File: src/rtl/i2c_pkg.sv
// i2c_pkg: shared I2C state encoding and bus constants.
// Used by i2c_slave and its line synchronizer.
package i2c_pkg;

    typedef enum logic [3:0] {
        ST_IDLE     = 4'd0,
        ST_ADDR     = 4'd1,
        ST_ADDR_ACK = 4'd2,
        ST_WR_DATA  = 4'd3,
        ST_WR_ACK   = 4'd4,
        ST_RD_DATA  = 4'd5,
        ST_RD_ACK   = 4'd6,
        ST_IGNORE   = 4'd7
    } i2c_state_t;

    localparam logic ACK  = 1'b0;
    localparam logic NACK = 1'b1;

    localparam logic [3:0] LAST_RX_BIT = 4'd7;
    localparam logic [3:0] LAST_TX_BIT = 4'd8;

    function automatic logic addr_hit(input logic [7:0] b,
                                      input logic [6:0] a);
        return b[7:1] == a;
    endfunction

endpackage

File: src/rtl/i2c_line_sync.sv
// i2c_line_sync: SCL/SDA synchronizers, history flops and
// edge/START/STOP detection for the I2C responder.
module i2c_line_sync
    import i2c_pkg::*;
#(
    parameter int SYNC_STAGES = 2
) (
    input  logic clk,
    input  logic reset,
    input  logic scl_in,
    input  logic sda_in,
    output logic scl_rise,
    output logic scl_fall,
    output logic start_det,
    output logic stop_det,
    output logic sda_s
);

    logic [SYNC_STAGES-1:0] scl_ff;
    logic [SYNC_STAGES-1:0] sda_ff;
    logic                   scl_s;
    logic                   scl_h;
    logic                   sda_h;

    // Synchronizer chains plus one history flop; idle bus is high
    always_ff @(posedge clk) begin
        if (!reset) begin
            scl_ff <= '1;
            sda_ff <= '1;
            scl_h  <= 1'b1;
            sda_h  <= 1'b1;
        end else begin
            scl_ff <= {scl_ff[SYNC_STAGES-2:0], scl_in};
            sda_ff <= {sda_ff[SYNC_STAGES-2:0], sda_in};
            scl_h  <= scl_s;
            sda_h  <= sda_s;
        end
    end

    assign scl_s = scl_ff[SYNC_STAGES-1];
    assign sda_s = sda_ff[SYNC_STAGES-1];

    assign scl_rise  =  scl_s & ~scl_h;
    assign scl_fall  = ~scl_s &  scl_h;
    assign start_det =  scl_s &  scl_h & ~sda_s &  sda_h;
    assign stop_det  =  scl_s &  scl_h &  sda_s & ~sda_h;

endmodule

File: src/rtl/i2c_slave.sv
// i2c_slave: oversampled I2C target with 7-bit address match.
// Optional clock stretching: I2C_SLAVE_CLK_STRETCH_EN.
module i2c_slave
    import i2c_pkg::*;
#(
    parameter logic [6:0] ADDR        = 7'h50,
    parameter int         SYNC_STAGES = 2
) (
    input  logic       clk,
    input  logic       reset,
    input  logic       scl_in,
    input  logic       sda_in,
    output logic       sda_oe,
    output logic       scl_oe,
    output logic [7:0] wr_data,
    output logic       wr_valid,
    output logic       rd_req,
    input  logic [7:0] rd_data,
`ifdef I2C_SLAVE_CLK_STRETCH_EN
    input  logic       wr_ready,
`endif
    output logic       busy,
    output logic [3:0] state
);

    logic       scl_rise;
    logic       scl_fall;
    logic       start_det;
    logic       stop_det;
    logic       sda_s;

    i2c_state_t st_q, st_d;
    logic [3:0] cnt_q, cnt_d;
    logic [6:0] sr_q, sr_d;
    logic       rw_q, rw_d;
    logic       sda_oe_q, sda_oe_d;
    logic       busy_q, busy_d;
    logic [7:0] wr_data_q, wr_data_d;
    logic       wr_valid_q, wr_valid_d;
    logic       rd_req_q, rd_req_d;
    logic [7:0] rx_byte;

`ifdef I2C_SLAVE_CLK_STRETCH_EN
    logic       scl_oe_q, scl_oe_d;
`endif

    i2c_line_sync #(
        .SYNC_STAGES (SYNC_STAGES)
    ) u_sync (
        .clk       (clk),
        .reset     (reset),
        .scl_in    (scl_in),
        .sda_in    (sda_in),
        .scl_rise  (scl_rise),
        .scl_fall  (scl_fall),
        .start_det (start_det),
        .stop_det  (stop_det),
        .sda_s     (sda_s)
    );

    // Seven stored bits plus the bit arriving now form a byte
    assign rx_byte = {sr_q, sda_s};

    // State and datapath registers
    always_ff @(posedge clk) begin
        if (!reset) begin
            st_q       <= ST_IDLE;
            cnt_q      <= 4'd0;
            sr_q       <= 7'd0;
            rw_q       <= 1'b0;
            sda_oe_q   <= 1'b0;
            busy_q     <= 1'b0;
            wr_data_q  <= 8'd0;
            wr_valid_q <= 1'b0;
            rd_req_q   <= 1'b0;
`ifdef I2C_SLAVE_CLK_STRETCH_EN
            scl_oe_q   <= 1'b0;
`endif
        end else begin
            st_q       <= st_d;
            cnt_q      <= cnt_d;
            sr_q       <= sr_d;
            rw_q       <= rw_d;
            sda_oe_q   <= sda_oe_d;
            busy_q     <= busy_d;
            wr_data_q  <= wr_data_d;
            wr_valid_q <= wr_valid_d;
            rd_req_q   <= rd_req_d;
`ifdef I2C_SLAVE_CLK_STRETCH_EN
            scl_oe_q   <= scl_oe_d;
`endif
        end
    end

    // Next-state and output decode; bus conditions override bit flow
    always_comb begin
        st_d      = st_q;
        cnt_d     = cnt_q;
        sr_d      = sr_q;
        rw_d      = rw_q;
        sda_oe_d  = sda_oe_q;
        busy_d    = busy_q;
        wr_data_d = wr_data_q;
        rd_req_d  = 1'b0;
`ifdef I2C_SLAVE_CLK_STRETCH_EN
        wr_valid_d = wr_valid_q & ~wr_ready;
        scl_oe_d   = scl_oe_q;
`else
        wr_valid_d = 1'b0;
`endif

        if (start_det) begin
            st_d     = ST_ADDR;
            cnt_d    = 4'd0;
            sda_oe_d = 1'b0;
`ifdef I2C_SLAVE_CLK_STRETCH_EN
            scl_oe_d = 1'b0;
`endif
        end else if (stop_det) begin
            st_d     = ST_IDLE;
            cnt_d    = 4'd0;
            sda_oe_d = 1'b0;
            busy_d   = 1'b0;
`ifdef I2C_SLAVE_CLK_STRETCH_EN
            scl_oe_d = 1'b0;
`endif
        end else begin
            unique case (st_q)
                ST_IDLE: begin
                    sda_oe_d = 1'b0;
                end

                ST_ADDR: begin
                    if (scl_rise) begin
                        sr_d = rx_byte[6:0];
                        if (cnt_q == LAST_RX_BIT) begin
                            cnt_d = 4'd0;
                            if (addr_hit(rx_byte, ADDR)) begin
                                st_d   = ST_ADDR_ACK;
                                busy_d = 1'b1;
                                rw_d   = rx_byte[0];
                            end else begin
                                st_d   = ST_IGNORE;
                                busy_d = 1'b0;
                            end
                        end else begin
                            cnt_d = cnt_q + 4'd1;
                        end
                    end
                end

                ST_ADDR_ACK, ST_WR_ACK: begin
                    if (scl_rise && sda_oe_q &&
                        st_q == ST_ADDR_ACK && rw_q) begin
                        rd_req_d = 1'b1;
                    end
`ifdef I2C_SLAVE_CLK_STRETCH_EN
                    if (st_q == ST_WR_ACK) begin
                        if (scl_fall && wr_valid_q && !wr_ready)
                            scl_oe_d = 1'b1;
                        if (scl_oe_q && wr_ready)
                            scl_oe_d = 1'b0;
                    end
`endif
                    if (scl_fall) begin
                        if (!sda_oe_q) begin
                            sda_oe_d = 1'b1;
                        end else begin
                            sda_oe_d = 1'b0;
                            cnt_d    = 4'd0;
                            if (st_q == ST_ADDR_ACK && rw_q) begin
                                st_d = ST_RD_DATA;
`ifdef I2C_SLAVE_CLK_STRETCH_EN
                                scl_oe_d = 1'b1;
`else
                                sr_d     = rd_data[6:0];
                                sda_oe_d = ~rd_data[7];
                                cnt_d    = 4'd1;
`endif
                            end else begin
                                st_d = ST_WR_DATA;
                            end
                        end
                    end
                end

                ST_WR_DATA: begin
                    if (scl_rise) begin
                        sr_d = rx_byte[6:0];
                        if (cnt_q == LAST_RX_BIT) begin
                            wr_data_d  = rx_byte;
                            wr_valid_d = 1'b1;
                            st_d       = ST_WR_ACK;
                            cnt_d      = 4'd0;
                        end else begin
                            cnt_d = cnt_q + 4'd1;
                        end
                    end
                end

                ST_RD_DATA: begin
`ifdef I2C_SLAVE_CLK_STRETCH_EN
                    if (scl_oe_q && cnt_q == 4'd0) begin
                        sr_d     = rd_data[6:0];
                        sda_oe_d = ~rd_data[7];
                        cnt_d    = 4'd1;
                        scl_oe_d = 1'b0;
                    end else if (scl_fall && cnt_q == 4'd0) begin
                        scl_oe_d = 1'b1;
                    end else
`else
                    if (scl_fall && cnt_q == 4'd0) begin
                        sr_d     = rd_data[6:0];
                        sda_oe_d = ~rd_data[7];
                        cnt_d    = 4'd1;
                    end else
`endif
                    if (scl_fall) begin
                        if (cnt_q == LAST_TX_BIT) begin
                            sda_oe_d = 1'b0;
                            cnt_d    = 4'd0;
                            st_d     = ST_RD_ACK;
                        end else begin
                            sda_oe_d = ~sr_q[6];
                            sr_d     = {sr_q[5:0], 1'b0};
                            cnt_d    = cnt_q + 4'd1;
                        end
                    end
                end

                ST_RD_ACK: begin
                    sda_oe_d = 1'b0;
                    if (scl_rise) begin
                        if (sda_s == NACK) begin
                            st_d = ST_IGNORE;
                        end else begin
                            rd_req_d = 1'b1;
                            st_d     = ST_RD_DATA;
                            cnt_d    = 4'd0;
                        end
                    end
                end

                ST_IGNORE: begin
                    sda_oe_d = 1'b0;
                end

                default: begin
                    st_d     = ST_IDLE;
                    sda_oe_d = 1'b0;
                end
            endcase
        end
    end

    assign sda_oe   = sda_oe_q;
    assign wr_data  = wr_data_q;
    assign wr_valid = wr_valid_q;
    assign rd_req   = rd_req_q;
    assign busy     = busy_q;
    assign state    = st_q;
`ifdef I2C_SLAVE_CLK_STRETCH_EN
    assign scl_oe   = scl_oe_q;
`else
    assign scl_oe   = 1'b0;
`endif

endmodule

File: config.mk
export PLATFORM = sky130hd
export DESIGN_NAME = i2c_slave
export DESIGN_NICKNAME = d
export VERILOG_FILES = /design/src/rtl/i2c_pkg.sv /design/src/rtl/i2c_line_sync.sv /design/src/rtl/i2c_slave.sv
export SDC_FILE = /design/constraint.sdc
export NUM_CORES = 1
export LEC_CHECK = 0
export CAP_MARGIN = 20
export CORE_ASPECT_RATIO = 2
export CORE_MARGIN = 5
export CORE_UTILIZATION = 39
export CTS_BUF_LIST = sky130_fd_sc_hd__clkbuf_2 sky130_fd_sc_hd__clkbuf_4 sky130_fd_sc_hd__clkbuf_8
export DETAILED_ROUTE_END_ITERATION = 8
export GPL_ROUTABILITY_DRIVEN = 0
export PLACE_DENSITY = 0.68
export SKIP_CTS_REPAIR_TIMING = 1
export SYNTH_ARGS = -nofsm -noshare
export SYNTH_HDL_FRONTEND = slang
export SYNTH_SLANG_ARGS = --single-unit
export TNS_END_PERCENT = 20
File: constraint.sdc
create_clock -name clk -period 4.66 [get_ports clk]
set_input_delay 0.466 -clock clk [delete_from_list [all_inputs] [get_ports clk]]
set_output_delay 0.466 -clock clk [all_outputs]
set_load 0.01 [all_outputs]
==> reports/qor.csv, run 1 <==
stage,metric,value,unit
outcome,status,"finished, final reports clean",
clock_tree,clk root buf,clkbuf_8,
placement,placement-stage cell area,2080,um^2
sta,Final Skew,0.00467,ns
placement,Inst Count DP,272,
power_and_ir_drop,Int Power,0.571,mW
yosys,share of the synthesized area in the top cell type,0.362,
floorplanning,Ports,29,
critical_path,Startpoint Class,flop,
clock_tree,clk slew on worst S/H paths,0.07,ns
drt,detailed-router iteration count before antenna repair,5,
floorplanning,die area,6230,um^2
floorplanning,Die W,58.4,um
yosys,Post-Synthesis Cell Area,1820,um^2
critical_path,crit-path cells,nor2b_1 -> o21ai_0 -> a211oi_4 -> nor2_1 -> a211oi_2,
yosys,"EDFF count, synth",0,
yosys,Synth Warn #,0,
grt,largest net degree at the start of global routing,21,
yosys,cell taking the most area after synthesis,dfxtp_1,
power_and_ir_drop,"Power, Total",0.856,mW
placement,Port Buffers,26,
critical_path,"slowest stage delay, CP",0.71,ns
critical_path,Worst Path Buf+Inv,0,
finish,share of cells above drive strength 1,0.107,
power_and_ir_drop,Flop pwr share,0.396,
yosys,Synth top cells by count,"dfxtp_1, nor2_1, mux2i_1",
sta,Max Clk Rate,0.445,GHz
yosys,Mapped Cells,202,
sta,RSZ-0062 raised after global routing,false,
min_path,Hold WC Path Type,flop to flop,
placement,Final HPWL DP,3510,um
yosys,"Seq/Total Area, Yosys",0.362,
critical_path,crit path DAT,2.45,ns
sta,fin crit period,2.24,ns
run,Max-Cap Viols,0,
yosys,"Avg Cell Area, Syn",9.03,um^2
sta,Final Hold Viols,0,
finish,Nets,238,
grt,busiest grt layer,met2,
yosys,top-count cell post-synth,dfxtp_1,
critical_path,maximum fanout along the worst path,18,
yosys,Main synth FF type,dfxtp_1,
grt,number of global-route vias before repair,1651,
drt,Routed WL,4630,um
critical_path,Top delay family on crit path,compound AO/OA/AOI/OAI gates,
drt,WL per Instance,16.5,um
critical_path,critical path class,flop to flop,
sta,Worst Max-Slew Pin Slew,0.681,ns
drt,via count,1609,
clock_tree,Sink Count,33,
finish,Final Non-Filler Cells,280,
sta,Final Max Tran Viols,0,
grt,met3 layer usage reported by global route,0.0253,
finish,antenna cells,0,
drt,Initial DRC Count,34,
grt,gr usage total,0.158,
clock_tree,# H-tree levels,2,
floorplanning,die height,107,um
floorplanning,initial core utilization,0.397,
critical_path,CP Capture Type,flop,
clock_tree,CTS tree,done,
grt,first-pass GRT wire length,7680,um
grt,antenna violations before repair,0,
power_and_ir_drop,Clk network pwr share,0.336,
finish,Area Growth Syn to Fin,20.7,%
yosys,Seq cells post-synth,33,
sta,Final Setup Violations,0,
critical_path,slowest CP cell,dfxtp_1,
sta,TNS Setup,0,ns
grt,met1 global-route usage,0.150,
sta,worst hold slack,0.406,ns
grt,global route total overflow,0,
finish,Fill cells,452,
yosys,top post-synthesis cells by area,"dfxtp_1, mux2i_1, nor2_1",
drt,remaining antenna violation count,0,
power_and_ir_drop,worst vdd ir,0.277,mV
sta,slew margin rel.,0.543,
power_and_ir_drop,logic gate share of total power,0.267,
finish,fin area,2200,um^2
floorplanning,core box area,4600,um^2
grt,met2 Usage GRT,0.299,
clock_tree,CTS Buf Count,5,
power_and_ir_drop,sw frac,0.333,
power_and_ir_drop,leakage power,0.850,nW
power_and_ir_drop,switching pwr,0.285,mW
yosys,"Distinct cells, synth",54,
drt,via density per instance,5.75,
sta,Final period util,0.482,
drt,drc violations,0,
critical_path,"Req. time, crit path",4.86,ns
power_and_ir_drop,PD cells,389,nW/um^2
clock_tree,clock latency on the worst-skew pair,0.29,ns
clock_tree,Max Buffers Root-to-Sink,2,
yosys,Async SR Flop Fraction,0,
floorplanning,Site Rows,35,
critical_path,"reg-to-reg slack, setup",2.42,ns
[power groups by stage]
| stage | Sequential [mW] | Combinational, mW | Clock (mW) |
|---|---|---|---|
| floorplan | 0.320 | 0.189 | 0 |
| CTS | 0.337 | 0.229 | 0.292 |
| global placement | 0.343 | 0.225 | 0 |
| global route | 0.342 | 0.251 | 0.303 |
| detailed placement | 0.344 | 0.226 | 0 |
| finish | 0.339 | 0.229 | 0.288 |
[registers in the layout (all words and copies together), names as in the netlist, 2 cells and up]
| name | flops |
|---|---|
| u_sync.scl_ff | 2 |
| state | 3 |
| sr_q | 7 |
| cnt_q | 4 |
| u_sync.sda_ff | 2 |
| wr_data | 8 |
[cell usage in the layout (no fill, tap or decap), types with 2 or more instances in the layout]
master	instances
o21ai_1	3
conb_1	2
mux2i_1	16
a311oi_1	2
clkdlybuf4s50_1	26
nand4b_1	3
nand4_1	4
nand2b_1	10
nand2_1	2
nand3_1	5
o31ai_1	2
ha_1	2
dfxtp_1	33
and3_1	2
a21oi_1	12
o211ai_1	2
and3b_1	2
a211oi_2	6
nor2b_1	4
o21ai_0	8
o22ai_1	2
inv_2	2
a31oi_1	6
nor4bb_1	3
clkbuf_8	6
a211oi_1	2
nor3_1	2
nor3b_1	3
nor2_1	25
inv_1	3
a21o_1	2
[stage by stage]
stage | util | setup WS (ns)
5_1_grt | 0.479 | 2.18
4_1_cts | 0.479 | 2.44
3_5_place_dp | 0.453 | 2.45
6_report | 0.479 | 2.42
3_3_place_gp | 0.453 | 2.50
2_1_floorplan | - | 2.88
[cells by family (layout without fill, tap and decap cells)]
| group | count (synthesis) | in the layout | share of synthesized area |
|---|---|---|---|
| flip-flops | 33 | 33 | 0.362 |
| multiplexers | 16 | 16 | 0.0878 |
| adder cells (fa/ha/maj) | 2 | 2 | 0.0137 |
| buffers and inverters | 18 | 40 | 0.0535 |
| other | 1 | 2 | 0.00206 |
| AO/OA/AOI/OAI | 56 | 56 | 0.229 |
| XOR/XNOR | 1 | 1 | 0.00480 |
| AND/OR/NAND/NOR | 75 | 75 | 0.247 |
[metal layers]
layer | share of wire | wire (um)
met1 | 0.36 | 1640
met2 | 0.56 | 2610
met3 | 0.037 | 173
met4 | 0.043 | 200
met5 | 0 | 0
[worst register-to-register path: stages, from the launching register on]
cell and delay (ns):
dfxtp_1 0.71, nor2b_1 0.27, o21ai_0 0.18, a211oi_4 0.68, nor2_1 0.11, a211oi_2 0.21
[cell type report]
type	count	area (um^2)	area share
flip-flops and latches	33	661	0.300
multi-input cells	152	1070	0.486
repair buffers	26	260	0.118
clock inverters	2	37.5	0.0170
clock buffers	6	82.6	0.0375
well taps	55	68.8	0.0313
inverters	6	22.5	0.0102
[final timing paths]
| kind | start | to | cells after the start |
|---|---|---|---|
| setup / recovery | state[2]$_SDFFE_PP0P_ | sr_q[5]$_SDFFE_PN0P_ | 5 |
| hold reg to reg | u_sync.scl_ff[0]$_SDFF_PN1_ | u_sync.scl_ff[1]$_SDFF_PN1_ | 1 |
| hold / removal | u_sync.scl_ff[0]$_SDFF_PN1_ | u_sync.scl_ff[1]$_SDFF_PN1_ | 1 |
| setup reg to reg | state[2]$_SDFFE_PP0P_ | sr_q[5]$_SDFFE_PN0P_ | 5 |
Power figures use the tool's default switching activity.
==> run 2: changes to the inputs <==
==> constraint.sdc (replaced) <==
create_clock -name clk -period 2.2 [get_ports clk]
set_input_delay 0.22 -clock clk [delete_from_list [all_inputs] [get_ports clk]]
set_output_delay 0.22 -clock clk [all_outputs]
set_load 0.01 [all_outputs]
==> run 2 against run 1 <==
  * Die area is the same
  * Non-clock buffer count up 11
  * Flip-flop and latch count did not move
  * Fmax grew 14%
  * Critical path depth is 1 higher
  * Design area grew 2.9%
  * Sequential power grew 110%
  * Combinational power rose by 140%
  * Highest routed layer unchanged
  * Via count is 1.4% higher
  * Power increased by 100%
  * Wire length is 0.91% higher
  * Worst setup slack lost 2.2 ns
==> reports/qor.csv, run 2 (synthesis gave the netlist of run 1 again) <==
stage,metric,value,unit
outcome,status,"finished, final reports clean",
critical_path,crit-path cells,inv_1 -> ha_1 -> or3b_4 -> o31ai_4 -> mux2i_1 -> a211oi_2,
finish,"commonest non-fill, non-tap cells in the layout","dfxtp_1, clkdlybuf4s50_1, nor2_1",
critical_path,Startpoint Class,flop,
critical_path,"slowest stage delay, CP",0.42,ns
clock_tree,# H-tree levels,2,
power_and_ir_drop,leakage power,0.902,nW
drt,via density per instance,5.61,
grt,antenna violations before repair,0,
floorplanning,core box area,4600,um^2
finish,"commonest non-fill, non-tap cell in the layout",dfxtp_1,
floorplanning,die height,107,um
sta,Final period util,0.895,
critical_path,"Req. time, crit path",2.37,ns
finish,register area,661,um^2
critical_path,CP Capture Type,flop,
finish,max reg flops,8,
critical_path,number of cells on the critical path,6,
critical_path,Top delay family on crit path,compound AO/OA/AOI/OAI gates,
clock_tree,Max Buffers Root-to-Sink,2,
grt,first-pass GRT wire length,7800,um
sta,fin crit period,1.97,ns
grt,largest net degree at the start of global routing,19,
critical_path,maximum fanout along the worst path,7,
floorplanning,Site Rows,35,
grt,met2 Usage GRT,0.300,
sta,Final Skew,0.00514,ns
finish,Area Growth Syn to Fin,24.2,%
drt,Routed WL,4670,um
grt,met1 global-route usage,0.162,
drt,via count,1632,
critical_path,slowest CP cell,o31ai_4,
placement,Port Buffers,26,
sta,RSZ-0062 raised after global routing,false,
clock_tree,clk root buf,clkbuf_8,
grt,gr usage total,0.162,
drt,Initial DRC Count,49,
critical_path,crit path DAT,2.14,ns
drt,remaining antenna violation count,0,
finish,antenna cells,0,
placement,Final HPWL DP,3600,um
sta,Final Hold Viols,0,
finish,Nets,249,
clock_tree,CTS tree,done,
power_and_ir_drop,PD cells,772,nW/um^2
sta,TNS Setup,0,ns
clock_tree,clock latency on the worst-skew pair,0.29,ns
min_path,Hold WC Path Type,flop to flop,
floorplanning,Ports,29,
drt,detailed-router iteration count before antenna repair,5,
run,Max-Cap Viols,0,
grt,global route total overflow,0,
floorplanning,Die W,58.4,um
clock_tree,clk slew on worst S/H paths,0.07,ns
clock_tree,Sink Count,33,
drt,drc violations,0,
finish,share of cells above drive strength 1,0.148,
finish,final core utilization,0.493,
sta,Max Clk Rate,0.508,GHz
sta,Final Max Tran Viols,0,
finish,Fill cells,457,
finish,multi-input logic area,1070,um^2
floorplanning,die area,6230,um^2
grt,number of global-route vias before repair,1670,
floorplanning,initial core utilization,0.397,
critical_path,Worst Path Buf+Inv,1,
critical_path,R2R depth,6,
grt,busiest grt layer,met2,
sta,Final Setup Violations,0,
min_path,Hold Crit Depth,1,
clock_tree,CTS Buf Count,5,
drt,WL per Instance,16.0,um
grt,met3 layer usage reported by global route,0.0265,
power_and_ir_drop,worst vdd ir,0.459,mV
critical_path,critical path class,flop to flop,
==> run 2: cell count changes in the layout (fill, tap and decap cells not counted), sizes merged <==
cell	before	now
buf	0	11
bufinv	1	0
clkbuf	6	7
clkinv	1	2
clkinvlp	1	0
==> run 2: area by class of cell <==
type,count,share of cell area
Inverter,6,0.00994
Tap cell,55,0.0304
Timing Repair Buffer,37,0.151
Clock buffer,7,0.0425
Sequential cell,33,0.292
Multi-Input combinational cell,152,0.472
Clock inverter,1,0.00221
==> run 2: report_power, final <==
group / internal [mW] / switching (mW) / total [mW]
logic: 0.243 / 0.296 / 0.540
registers: 0.630 / 0.0682 / 0.698
clock network: 0.283 / 0.230 / 0.513
total: 1.16 / 0.595 / 1.75
==> run 2: final timing paths <==
check	endpoint	start	slack, ns
max	sr_q[4]$_SDFFE_PN0P_	cnt_q[0]$_SDFFE_PP0P_	0.23
min	u_sync.sda_ff[1]$_SDFF_PN1_	u_sync.sda_ff[0]$_SDFF_PN1_	0.41
max reg2reg	sr_q[4]$_SDFFE_PN0P_	cnt_q[0]$_SDFFE_PP0P_	0.23
min reg2reg	u_sync.sda_ff[1]$_SDFF_PN1_	u_sync.sda_ff[0]$_SDFF_PN1_	0.41
==> run 2: metal layers <==
metal / part of all wire / routed length, um
met5: 0 / 0
met4: 0.038 / 176
met3: 0.034 / 158
met2: 0.56 / 2620
met1: 0.37 / 1710
==> run 2: worst reg2reg max path, cell delays in order, from the launching register on <==
cell,delay [ns]
dfxtp_1,0.35
inv_1,0.09
ha_1,0.20
or3b_4,0.41
o31ai_4,0.42
mux2i_1,0.29
a211oi_2,0.09
==> run 2: per-stage QoR <==
stage | hold slack, ns | std cells | setup slack [ns] | instance area, um^2 | total power [mW]
detailed placement | 0.393 | 283 | 0.247 | 2160 | 1.25
global placement | 0.390 | 283 | 0.289 | 2160 | 1.25
CTS | 0.409 | 291 | 0.230 | 2270 | 1.76
global route | 0.430 | 291 | 0.0499 | 2270 | 1.84
floorplan | 0.293 | 203 | 0.422 | 1830 | 1.08
finish | 0.407 | 291 | 0.230 | 2270 | 1.75
